==> src/rtl/buffet_rmw_ctrl.sv <==
// rtl/buffet_rmw_ctrl.sv - buffet read / read-modify-write / shrink sequencer
// Runs one READ, ACCUM or SHRINK command at a time against a single buffet.
module buffet_rmw_ctrl #(
    parameter int IDX_WIDTH  = 8,
    parameter int DATA_WIDTH = 32,
    parameter bit SATURATE   = 1'b0
) (
    input  logic                  clk,
    input  logic                  nreset_i,
    input  logic                  cmd_valid,
    output logic                  cmd_ready,
    input  logic [1:0]            cmd_op,
    input  logic [IDX_WIDTH-1:0]  cmd_idx,
    input  logic [DATA_WIDTH-1:0] cmd_operand,
    output logic                  rsp_valid,
    input  logic                  rsp_ready,
    output logic [DATA_WIDTH-1:0] rsp_data,
    output logic [IDX_WIDTH-1:0]  buf_read_idx,
    output logic                  buf_read_idx_valid,
    input  logic                  buf_read_idx_ready,
    output logic                  buf_read_will_update,
    output logic                  buf_is_shrink,
    input  logic [DATA_WIDTH-1:0] buf_read_data,
    input  logic                  buf_read_data_valid,
    output logic                  buf_read_data_ready,
    output logic [IDX_WIDTH-1:0]  buf_update_idx,
    output logic [DATA_WIDTH-1:0] buf_update_data,
    output logic                  buf_update_valid,
    input  logic                  buf_update_ready,
    input  logic                  buf_update_ack,
    output logic                  busy
);

    localparam logic [1:0] OP_READ   = 2'd0;
    localparam logic [1:0] OP_ACCUM  = 2'd1;
    localparam logic [1:0] OP_SHRINK = 2'd2;

    typedef enum logic [2:0] {
        S_IDLE    = 3'd0,
        S_RD_REQ  = 3'd1,
        S_RD_WAIT = 3'd2,
        S_UPD_REQ = 3'd3,
        S_UPD_ACK = 3'd4,
        S_RSP     = 3'd5,
        S_SHR_REQ = 3'd6
    } state_t;

    state_t                  state_q, state_d;
    logic [1:0]              op_q, op_d;
    logic [IDX_WIDTH-1:0]    idx_q, idx_d;
    logic [DATA_WIDTH-1:0]   operand_q, operand_d;

    logic                    rd_idx_valid_q, rd_idx_valid_d;
    logic [IDX_WIDTH-1:0]    rd_idx_q, rd_idx_d;
    logic                    will_update_q, will_update_d;
    logic                    is_shrink_q, is_shrink_d;
    logic                    rd_data_ready_q, rd_data_ready_d;
    logic                    upd_valid_q, upd_valid_d;
    logic [IDX_WIDTH-1:0]    upd_idx_q, upd_idx_d;
    logic [DATA_WIDTH-1:0]   upd_data_q, upd_data_d;
    logic                    rsp_valid_q, rsp_valid_d;
    logic [DATA_WIDTH-1:0]   rsp_data_q, rsp_data_d;

    logic                    cmd_hs;
    logic [1:0]              cmd_op_norm;
    logic [1:0]              eff_op;
    logic [DATA_WIDTH:0]     sum_ext;
    logic [DATA_WIDTH-1:0]   sum;

    // Reserved opcode 3 behaves exactly like READ.
    assign cmd_op_norm = (cmd_op == 2'd3) ? OP_READ : cmd_op;
    assign cmd_hs      = cmd_valid && (state_q == S_IDLE);
    assign eff_op      = cmd_hs ? cmd_op_norm : op_q;

    assign sum_ext = {1'b0, buf_read_data} + {1'b0, operand_q};
    assign sum     = (SATURATE && sum_ext[DATA_WIDTH]) ? {DATA_WIDTH{1'b1}}
                                                       : sum_ext[DATA_WIDTH-1:0];

    always_ff @(posedge clk or negedge nreset_i) begin
        if (!nreset_i) begin
            state_q <= S_IDLE;
        end else begin
            state_q <= state_d;
        end
    end

    always_comb begin
        state_d = state_q;
        case (state_q)
            S_IDLE: begin
                if (cmd_valid) begin
                    state_d = (cmd_op_norm == OP_SHRINK) ? S_SHR_REQ : S_RD_REQ;
                end
            end
            S_RD_REQ: begin
                if (buf_read_idx_ready) state_d = S_RD_WAIT;
            end
            S_RD_WAIT: begin
                if (buf_read_data_valid) state_d = (op_q == OP_ACCUM) ? S_UPD_REQ : S_RSP;
            end
            S_UPD_REQ: begin
                if (buf_update_ready) state_d = buf_update_ack ? S_RSP : S_UPD_ACK;
            end
            S_UPD_ACK: begin
                if (buf_update_ack) state_d = S_RSP;
            end
            S_RSP: begin
                if (rsp_ready) state_d = S_IDLE;
            end
            S_SHR_REQ: begin
                if (buf_read_idx_ready) state_d = S_IDLE;
            end
            default: state_d = S_IDLE;
        endcase
    end

    // Outputs are precomputed from the next state so that every buffet-facing
    // signal leaves a flop.
    always_comb begin
        op_d            = cmd_hs ? cmd_op_norm : op_q;
        idx_d           = cmd_hs ? cmd_idx     : idx_q;
        operand_d       = cmd_hs ? cmd_operand : operand_q;

        rd_idx_valid_d  = (state_d == S_RD_REQ) || (state_d == S_SHR_REQ);
        rd_idx_d        = cmd_hs ? cmd_idx : rd_idx_q;
        will_update_d   = (state_d == S_RD_REQ) && (eff_op == OP_ACCUM);
        is_shrink_d     = (state_d == S_SHR_REQ);
        rd_data_ready_d = (state_d == S_RD_WAIT);
        upd_valid_d     = (state_d == S_UPD_REQ);
        rsp_valid_d     = (state_d == S_RSP);

        upd_idx_d       = upd_idx_q;
        upd_data_d      = upd_data_q;
        rsp_data_d      = rsp_data_q;
        if (state_q == S_RD_WAIT && buf_read_data_valid) begin
            rsp_data_d = buf_read_data;
            if (op_q == OP_ACCUM) begin
                upd_idx_d  = idx_q;
                upd_data_d = sum;
            end
        end
    end

    always_ff @(posedge clk or negedge nreset_i) begin
        if (!nreset_i) begin
            op_q            <= OP_READ;
            idx_q           <= '0;
            operand_q       <= '0;
            rd_idx_valid_q  <= 1'b0;
            rd_idx_q        <= '0;
            will_update_q   <= 1'b0;
            is_shrink_q     <= 1'b0;
            rd_data_ready_q <= 1'b0;
            upd_valid_q     <= 1'b0;
            upd_idx_q       <= '0;
            upd_data_q      <= '0;
            rsp_valid_q     <= 1'b0;
            rsp_data_q      <= '0;
        end else begin
            op_q            <= op_d;
            idx_q           <= idx_d;
            operand_q       <= operand_d;
            rd_idx_valid_q  <= rd_idx_valid_d;
            rd_idx_q        <= rd_idx_d;
            will_update_q   <= will_update_d;
            is_shrink_q     <= is_shrink_d;
            rd_data_ready_q <= rd_data_ready_d;
            upd_valid_q     <= upd_valid_d;
            upd_idx_q       <= upd_idx_d;
            upd_data_q      <= upd_data_d;
            rsp_valid_q     <= rsp_valid_d;
            rsp_data_q      <= rsp_data_d;
        end
    end

    assign cmd_ready            = (state_q == S_IDLE);
    assign busy                 = (state_q != S_IDLE);
    assign rsp_valid            = rsp_valid_q;
    assign rsp_data             = rsp_data_q;
    assign buf_read_idx         = rd_idx_q;
    assign buf_read_idx_valid   = rd_idx_valid_q;
    assign buf_read_will_update = will_update_q;
    assign buf_is_shrink        = is_shrink_q;
    assign buf_read_data_ready  = rd_data_ready_q;
    assign buf_update_idx       = upd_idx_q;
    assign buf_update_data      = upd_data_q;
    assign buf_update_valid     = upd_valid_q;

endmodule
==> config.mk <==
export PLATFORM = sky130hd
export DESIGN_NAME = buffet_rmw_ctrl
export DESIGN_NICKNAME = d
export VERILOG_FILES = /design/src/rtl/buffet_rmw_ctrl.sv
export SDC_FILE = /design/constraint.sdc
export NUM_CORES = 1
export LEC_CHECK = 0
export BUFFER_PORTS_ARGS = -buffer_cell sky130_fd_sc_hd__buf_2
export CAP_MARGIN = 20
export CELL_PAD_IN_SITES_DETAIL_PLACEMENT = 0
export CELL_PAD_IN_SITES_GLOBAL_PLACEMENT = 1
export CORE_MARGIN = 2
export CORE_UTILIZATION = 43
export CTS_CLUSTER_DIAMETER = 80
export CTS_CLUSTER_SIZE = 28
export DETAILED_ROUTE_END_ITERATION = 10
export MAX_ROUTING_LAYER = met4
export PLACE_DENSITY_LB_ADDON = 0.2
export SYNTH_ARGS = -nofsm -noshare
export SYNTH_HDL_FRONTEND = slang
export SYNTH_SLANG_ARGS = --single-unit
==> constraint.sdc <==
create_clock -name clk -period 5.4 [get_ports clk]
set_input_delay 0.27 -clock clk [delete_from_list [all_inputs] [get_ports clk]]
set_output_delay 0.27 -clock clk [all_outputs]
set_load 0.02 [all_outputs]
==> impl_metrics.tcl, run 1 <==
set metrics [dict create \
    start_util_pct 44.3 \
    yosys-top-cells-area "dfrtp_1 (48%), nand2_1 (12%), ha_1 (6.0%), mux2_2 (5.8%), a21oi_1 (2.6%)" \
    yosys.area.top_type "dfrtp_1" \
    final_nets 968 \
    cpMostUsedCell "o21ai_2" \
    h-tree-depth 4 \
    holdWs_ns 0.0397 \
    synthCells 698 \
    synth_xor_xnor_area_share_pct 3.39 \
    vias 5538 \
    swShare_pct 41.3 \
    tightestPinTransition_ns 0.910 \
    clk_pin_slew_ns 0.06 \
    grt_antenna_before_repair 0 \
    maxCapViolCount 0 \
    grt-ovfl-total 0 \
    finalPower_mw 5.14 \
    routed_wl_um 16800 \
    required_ns 5.69 \
    ctsResizeCount 0 \
    synth-compound-area-share_pct 13.6 \
    fin_crit_sh_pct 48.4 \
    muxShareOfSynthArea_pct 5.91 \
    die_y_um 127 \
    slew_headroom_pct 39.3 \
    ir_worst_vdd_v 0.000290 \
    netSwitchingPower_mw 2.12 \
    drive_above_1_share_pct 29.5 \
    syn_to_final_growth_pct 25.4 \
    gp_congestion 0.900 \
    fin_skew_ns 0.00786 \
    post_cts_buffers 0 \
    critical-path-max-stage-delay_ns 0.44 \
    pwr-share-seq_pct 29.9 \
    hold_path_class "in2reg" \
    yosys_warnings 0 \
    synth_top_area_share_pct 47.6 \
    crit_path_end_kind "register" \
    synthTopCellsByCount "nand2_1 (214), dfrtp_1 (123), a21oi_1 (33), mux2_2 (33)" \
    cts_made_buffers 17 \
    grt_pass1_wl_um 27500 \
    synth_fa_ha_area_share_pct 6.31 \
    grt_util_met3_pct 4.72 \
    preCtsSetupSlack_ns 2.78 \
    fin_util_pct 55.5 \
    synth_top_family_by_area "simple AND/OR/NAND/NOR gates" \
    synth_fp_nets 812 \
    layout_min_cycle_time_ns 2.61 \
    die_w_um 127 \
    ys_seq_elements 123 \
    dieArea_sq_um 16000 \
    hold_viol 0 \
    rsz0062_at_grt "no" \
    yosys_most_used_dff "dfrtp_1" \
    yosys.area_share.simple_pct 20.4 \
    clockBufferDepth 2 \
    holdBufCountCts 1 \
    insertion_delay_ns 0.42 \
    synthArstFlopShare_pct 100 \
    grt_most_used_layer "met2" \
    setup-tns-final_ns 0 \
    crit_type "reg2reg" \
    grt_use_total_pct 22.2 \
    power.share.combinational_pct 46.1 \
    cts_tree "done" \
    p_int_mw 3.02 \
    path_cells "ha_1, fa_1, a211oi_2, nor4b_4, o21ai_2, o21ai_2, a31oi_1, xor2_1, o21ai_1" \
    gr-usage-met1_pct 27.8 \
    clockPowerShare_pct 24.1 \
    viasPerCell 5.27 \
    ant_nets 0 \
    yosysMostFrequentCell "nand2_1" \
    rows 44 \
    core_sq_um 14600 \
    synth-edff-count 0 \
    io_pins 170 \
    antennaDiodeCount 0 \
    drtPass1Iterations 5 \
    slowest_stage "fa_1" \
    final-setup-viol-count 0 \
    ys_types 52 \
    port_buffers 169 \
    fmax_mhz 383 \
    grt_max_degree 71 \
    cts_num_sinks 123 \
    syn_area_sq_um 6460 \
    finalMaxSlewViolations 0 \
    postLayoutCellArea_sq_um 8100 \
    placedCellCount 1018 \
    leakagePower_nw 4.19 \
    final-instance-count-excl-fill 1051 \
    grtUsageMet2_pct 35.3 \
    syn_avg_cell_area_sq_um 9.25 \
    postPlaceCellArea_sq_um 7440 \
    drt-initial-drc-count 285 \
    grt_pass1_vias 5593 \
    drcViolationCount 0 \
    hpwlAfterDp_um 12300 \
    cp.arrival_ns 2.90 \
    status "completed" \
    crit_fanout 3 \
    cp-start-kind "register" \
    setup_ws_ns 2.79 \
    wl_per_cell_um 16.0 \
    yosysSeqAreaShare_pct 47.6 \
    cts_root_buf "clkbuf_16" \
    power.density_nw_per_um2 634 \
]
-- registers in the layout, indices dropped and copies added (netlist names) --
signal and cells:
operand_q 32, buf_update_data 32, rsp_data 32, buf_read_data_ready 1, rsp_valid 1, buf_is_shrink 1, buf_update_valid 1, buf_read_idx 8
op_q 2, buf_read_idx_valid 1, state_q 3, buf_read_will_update 1, buf_update_idx 8
-- final timing paths --
check | slack, ns | to | startpoint | depth (start not counted)
setup / recovery | 2.79 | buf_update_data[24]$_DFFE_PN0P_ | operand_q[0]$_DFFE_PN0P_ | 9
hold / removal | 0.04 | operand_q[9]$_DFFE_PN0P_ | cmd_operand[9] | 3
setup reg to reg | 2.79 | buf_update_data[24]$_DFFE_PN0P_ | operand_q[0]$_DFFE_PN0P_ | 9
hold reg to reg | 0.47 | buf_update_data[3]$_DFFE_PN0P_ | buf_update_data[3]$_DFFE_PN0P_ | 2
max in group asynchronous | 3.54 | operand_q[14]$_DFFE_PN0P_ | nreset_i | 3
min in group asynchronous | 0.44 | rsp_data[15]$_DFFE_PN0P_ | nreset_i | 2
-- per-layer routing --
layer,vias up,routed length [um]
li1,2728,-
met1,2637,7430
met2,141,8130
met3,32,840
met4,0,401
met5,-,0
-- power by group through the flow --
stage | Clock, mW | Combinational (mW) | Sequential, mW
final | 1.24 | 2.37 | 1.53
after global routing | 1.29 | 2.62 | 1.59
after global placement | 0 | 2.34 | 1.53
after detailed placement | 0 | 2.37 | 1.55
after floorplan | 0 | 1.39 | 1.83
after CTS | 1.26 | 2.38 | 1.54
-- logic make-up after synthesis --
group	Yosys count
buffers and inverters	45
adder cells (fa/ha/maj)	32
AND/OR/NAND/NOR	303
AO/OA/AOI/OAI	136
flip-flops	123
multiplexers	34
XOR/XNOR	25
-- layout make-up --
type | count | area [sq um]
tap | 184 | 230
timing repair buffer | 176 | 903
fill | 1373 | 6490
inverter | 6 | 22.5
clock buffer | 22 | 484
clock inverter | 10 | 163
sequential | 123 | 3080
multi-input combinational | 530 | 3220
-- worst max-delay path: cells and delay by family (launching register included) --
kind                       cells  cell delay (ns)
AOI/OAI and AO/OA              5             1.13
adders and majority gates      2             0.66
DFF                            1             0.38
xor gates and xnor gates       1             0.20
and+or+nand+nor                1             0.11
-- cell usage in the layout (no fill, tap or decap), drive strengths merged, types with 2 or more instances in the layout --
cell and count:
a211oi 10, a21boi 2, a21o 17, a21oi 33, a221oi 2, a31oi 7, and2 2, and3 5
buf 175, bufinv 4, clkbuf 22, clkinvlp 5, dfrtp 123, ha 31, inv 6, mux2 33
nand2 215, nand2b 3, nand3 9, nand3b 2, nand4 14, nor2 30, nor3 7, nor3b 4
nor4 3, o2111ai 2, o211ai 2, o21a 3, o21ai 42, o21bai 3, o221ai 3, o311a 2
o31ai 5, or2 2, or3 2, or4 3, xnor2 8, xor2 17
No activity file was read; power rests on OpenSTA's default activity.
==> inputs of run 2 (changes only) <==
--- a/config.mk
+++ b/config.mk
@@ -10,7 +10,7 @@
 export CELL_PAD_IN_SITES_DETAIL_PLACEMENT = 0
 export CELL_PAD_IN_SITES_GLOBAL_PLACEMENT = 1
 export CORE_MARGIN = 2
-export CORE_UTILIZATION = 43
+export CORE_UTILIZATION = 36
 export CTS_CLUSTER_DIAMETER = 80
 export CTS_CLUSTER_SIZE = 28
 export DETAILED_ROUTE_END_ITERATION = 10
==> constraint.sdc (replaced) <==
create_clock -name clk -period 2.2 [get_ports clk]
set_input_delay 0.11 -clock clk [delete_from_list [all_inputs] [get_ports clk]]
set_output_delay 0.11 -clock clk [all_outputs]
set_load 0.02 [all_outputs]
==> run 2 against run 1 <==
Effect of this change:
- the run now ends with setup timing left
- via count grew 13%
- clock power increased by 130%
- non-clock buffer count grew 175
- die area increased by 19%
- critical path depth rose by 1
- register-to-register slack got worse by 3.0 ns
- clock skew shrank 0.0016 ns
- sequential cell count did not move
- critical path type unchanged
- largest power group unchanged
==> impl_metrics.tcl, run 2 (same netlist as run 1, synthesis figures left out) <==
set metrics [dict create \
    maxCapViolCount 0 \
    cp-start-kind "register" \
    cp_top_family "simple AND/OR/NAND/NOR gates" \
    final_nets 1143 \
    grt-ovfl-total 0 \
    final_cell_mix "nand2_1 (213), buf_2 (168), dfrtp_1 (122)" \
    layout_commonest_cell "nand2_1" \
    tightestPinTransition_ns 0.559 \
    wl_per_cell_um 15.8 \
    cpMostUsedCell "o21ai_2" \
    path_cells "ha_2, fa_2, a211oi_4, nor4b_4, o21ai_2, o21ai_2, a31oi_2, buf_4, or4_1, nand3_1" \
    clk_pin_slew_ns 0.06 \
    final-setup-viol-count 15 \
    grt_max_degree 50 \
    crit_path_end_kind "register" \
    cts_root_buf "clkbuf_16" \
    power.density_nw_per_um2 1450 \
    cts_made_buffers 17 \
    drcViolationCount 0 \
    slew_headroom_pct 62.7 \
    viasPerCell 4.93 \
    fin_skew_ns 0.00621 \
    gp_congestion 0.884 \
    crit_type "reg2reg" \
    fin_crit_sh_pct 109 \
    drive_above_1_share_pct 40.2 \
    dieArea_sq_um 19000 \
    h-tree-depth 4 \
    rsz0062_at_grt "yes" \
    hold_path_class "in2reg" \
    ant_nets 0 \
    antennaDiodeCount 0 \
    grt_pass1_vias 6412 \
    routed_wl_um 20000 \
    crit_buf_inv 1 \
    fin_util_pct 58.3 \
    cp.arrival_ns 2.76 \
    placedCellCount 1148 \
    crit_fanout 3 \
    finalMaxSlewViolations 0 \
    layout_min_cycle_time_ns 2.40 \
    violations "setup timing" \
    start_util_pct 37.1 \
    ir_worst_vdd_v 0.000618 \
    core_sq_um 17400 \
    syn_to_final_growth_pct 57.2 \
    clockBufferDepth 2 \
    grt_antenna_before_repair 0 \
    critical-path-max-stage-delay_ns 0.48 \
    insertion_delay_ns 0.42 \
    fill_cells 1544 \
    vias 6252 \
    hold_viol 0 \
    fmax_mhz 416 \
    final-instance-count-excl-fill 1267 \
    grt_pass1_wl_um 31400 \
    holdWs_ns 0.0489 \
    grt_use_total_pct 21.8 \
    port_buffers 169 \
    die_y_um 138 \
    drtPass1Iterations 6 \
    io_pins 170 \
    cts_num_sinks 123 \
    setup_ws_ns -0.204 \
    status "finished, violations left" \
    die_w_um 138 \
    hpwlAfterDp_um 14000 \
    cts_tree "done" \
    leakagePower_nw 5.04 \
    rows 48 \
    slowest_stage "or4_1" \
    drt-initial-drc-count 212 \
    required_ns 2.55 \
]
-- run 2: metrics by stage --
stage | TNS, ns | worst slack (ns) | power [mW] | instance area, sq um
3_3_place_gp | -1.73 | -0.213 | 10.6 | 8200
5_1_grt | -4.12 | -0.363 | 15.7 | 10200
6_report | -1.81 | -0.204 | 14.7 | 10200
3_5_place_dp | -2.33 | -0.265 | 10.7 | 8200
4_1_cts | -1.18 | -0.199 | 14.3 | 9880
2_1_floorplan | -0.0724 | -0.0724 | 7.91 | 6470
-- run 2: worst register-to-register path, stage by stage (launching register included) --
cell and delay (ns):
dfrtp_1 0.36, ha_2 0.20, fa_2 0.24, a211oi_4 0.08, nor4b_4 0.31, o21ai_2 0.11
o21ai_2 0.18, a31oi_2 0.13, buf_4 0.17, or4_1 0.48, nand3_1 0.09
-- run 2: path summary, 6_finish.rpt --
check	start	to	slack, ns	depth (start not counted)
max reg2reg	operand_q[0]$_DFFE_PN0P_	buf_update_data[28]$_DFFE_PN0P_	-0.20	10
max	operand_q[0]$_DFFE_PN0P_	buf_update_data[28]$_DFFE_PN0P_	-0.20	10
min	buf_read_data[1]	rsp_data[1]$_DFFE_PN0P_	0.05	2
min in group asynchronous	nreset_i	rsp_data[15]$_DFFE_PN0P_	0.23	2
max in group asynchronous	nreset_i	state_q[0]$_DFF_PN0_	1.29	3
min reg2reg	buf_update_idx[3]$_DFFE_PN0P_	buf_update_idx[3]$_DFFE_PN0P_	0.47	2
-- run 2: metal layers --
metal / vias to the layer above / wire [um] / track usage [%]
met2: 152 / 10000 / 36.5
met1: 3009 / 8780 / 26.9
met4: 0 / 259 / 5.56
met5: - / 0 / -
li1: 3068 / - / -
met3: 23 / 915 / 4.64
-- run 2: layout make-up --
| class | count | area [sq um] | share of cell area (%) |
|---|---|---|---|
| well taps | 225 | 282 | 2.77 |
| multi-input cells | 530 | 3710 | 36.6 |
| clock inverters | 14 | 168 | 1.65 |
| clock buffers | 18 | 439 | 4.33 |
| inverters | 6 | 22.5 | 0.222 |
| repair buffers | 351 | 2450 | 24.1 |
| flip-flops and latches | 123 | 3080 | 30.3 |
-- run 2: where the power goes --
group	switching, mW	internal, mW
registers	0.610	3.22
logic	4.33	3.62
clock network	1.10	1.81
-- run 2: timing repair --
action | in CTS | in global routing
pin swaps | 18 | 30
endpoints found under the setup margin | 19 | 22
gates resized for setup | 38 | 42
buffers inserted | 7 | 8
hold buffers | 74 | 0
hold endpoints to repair | 111 | 0
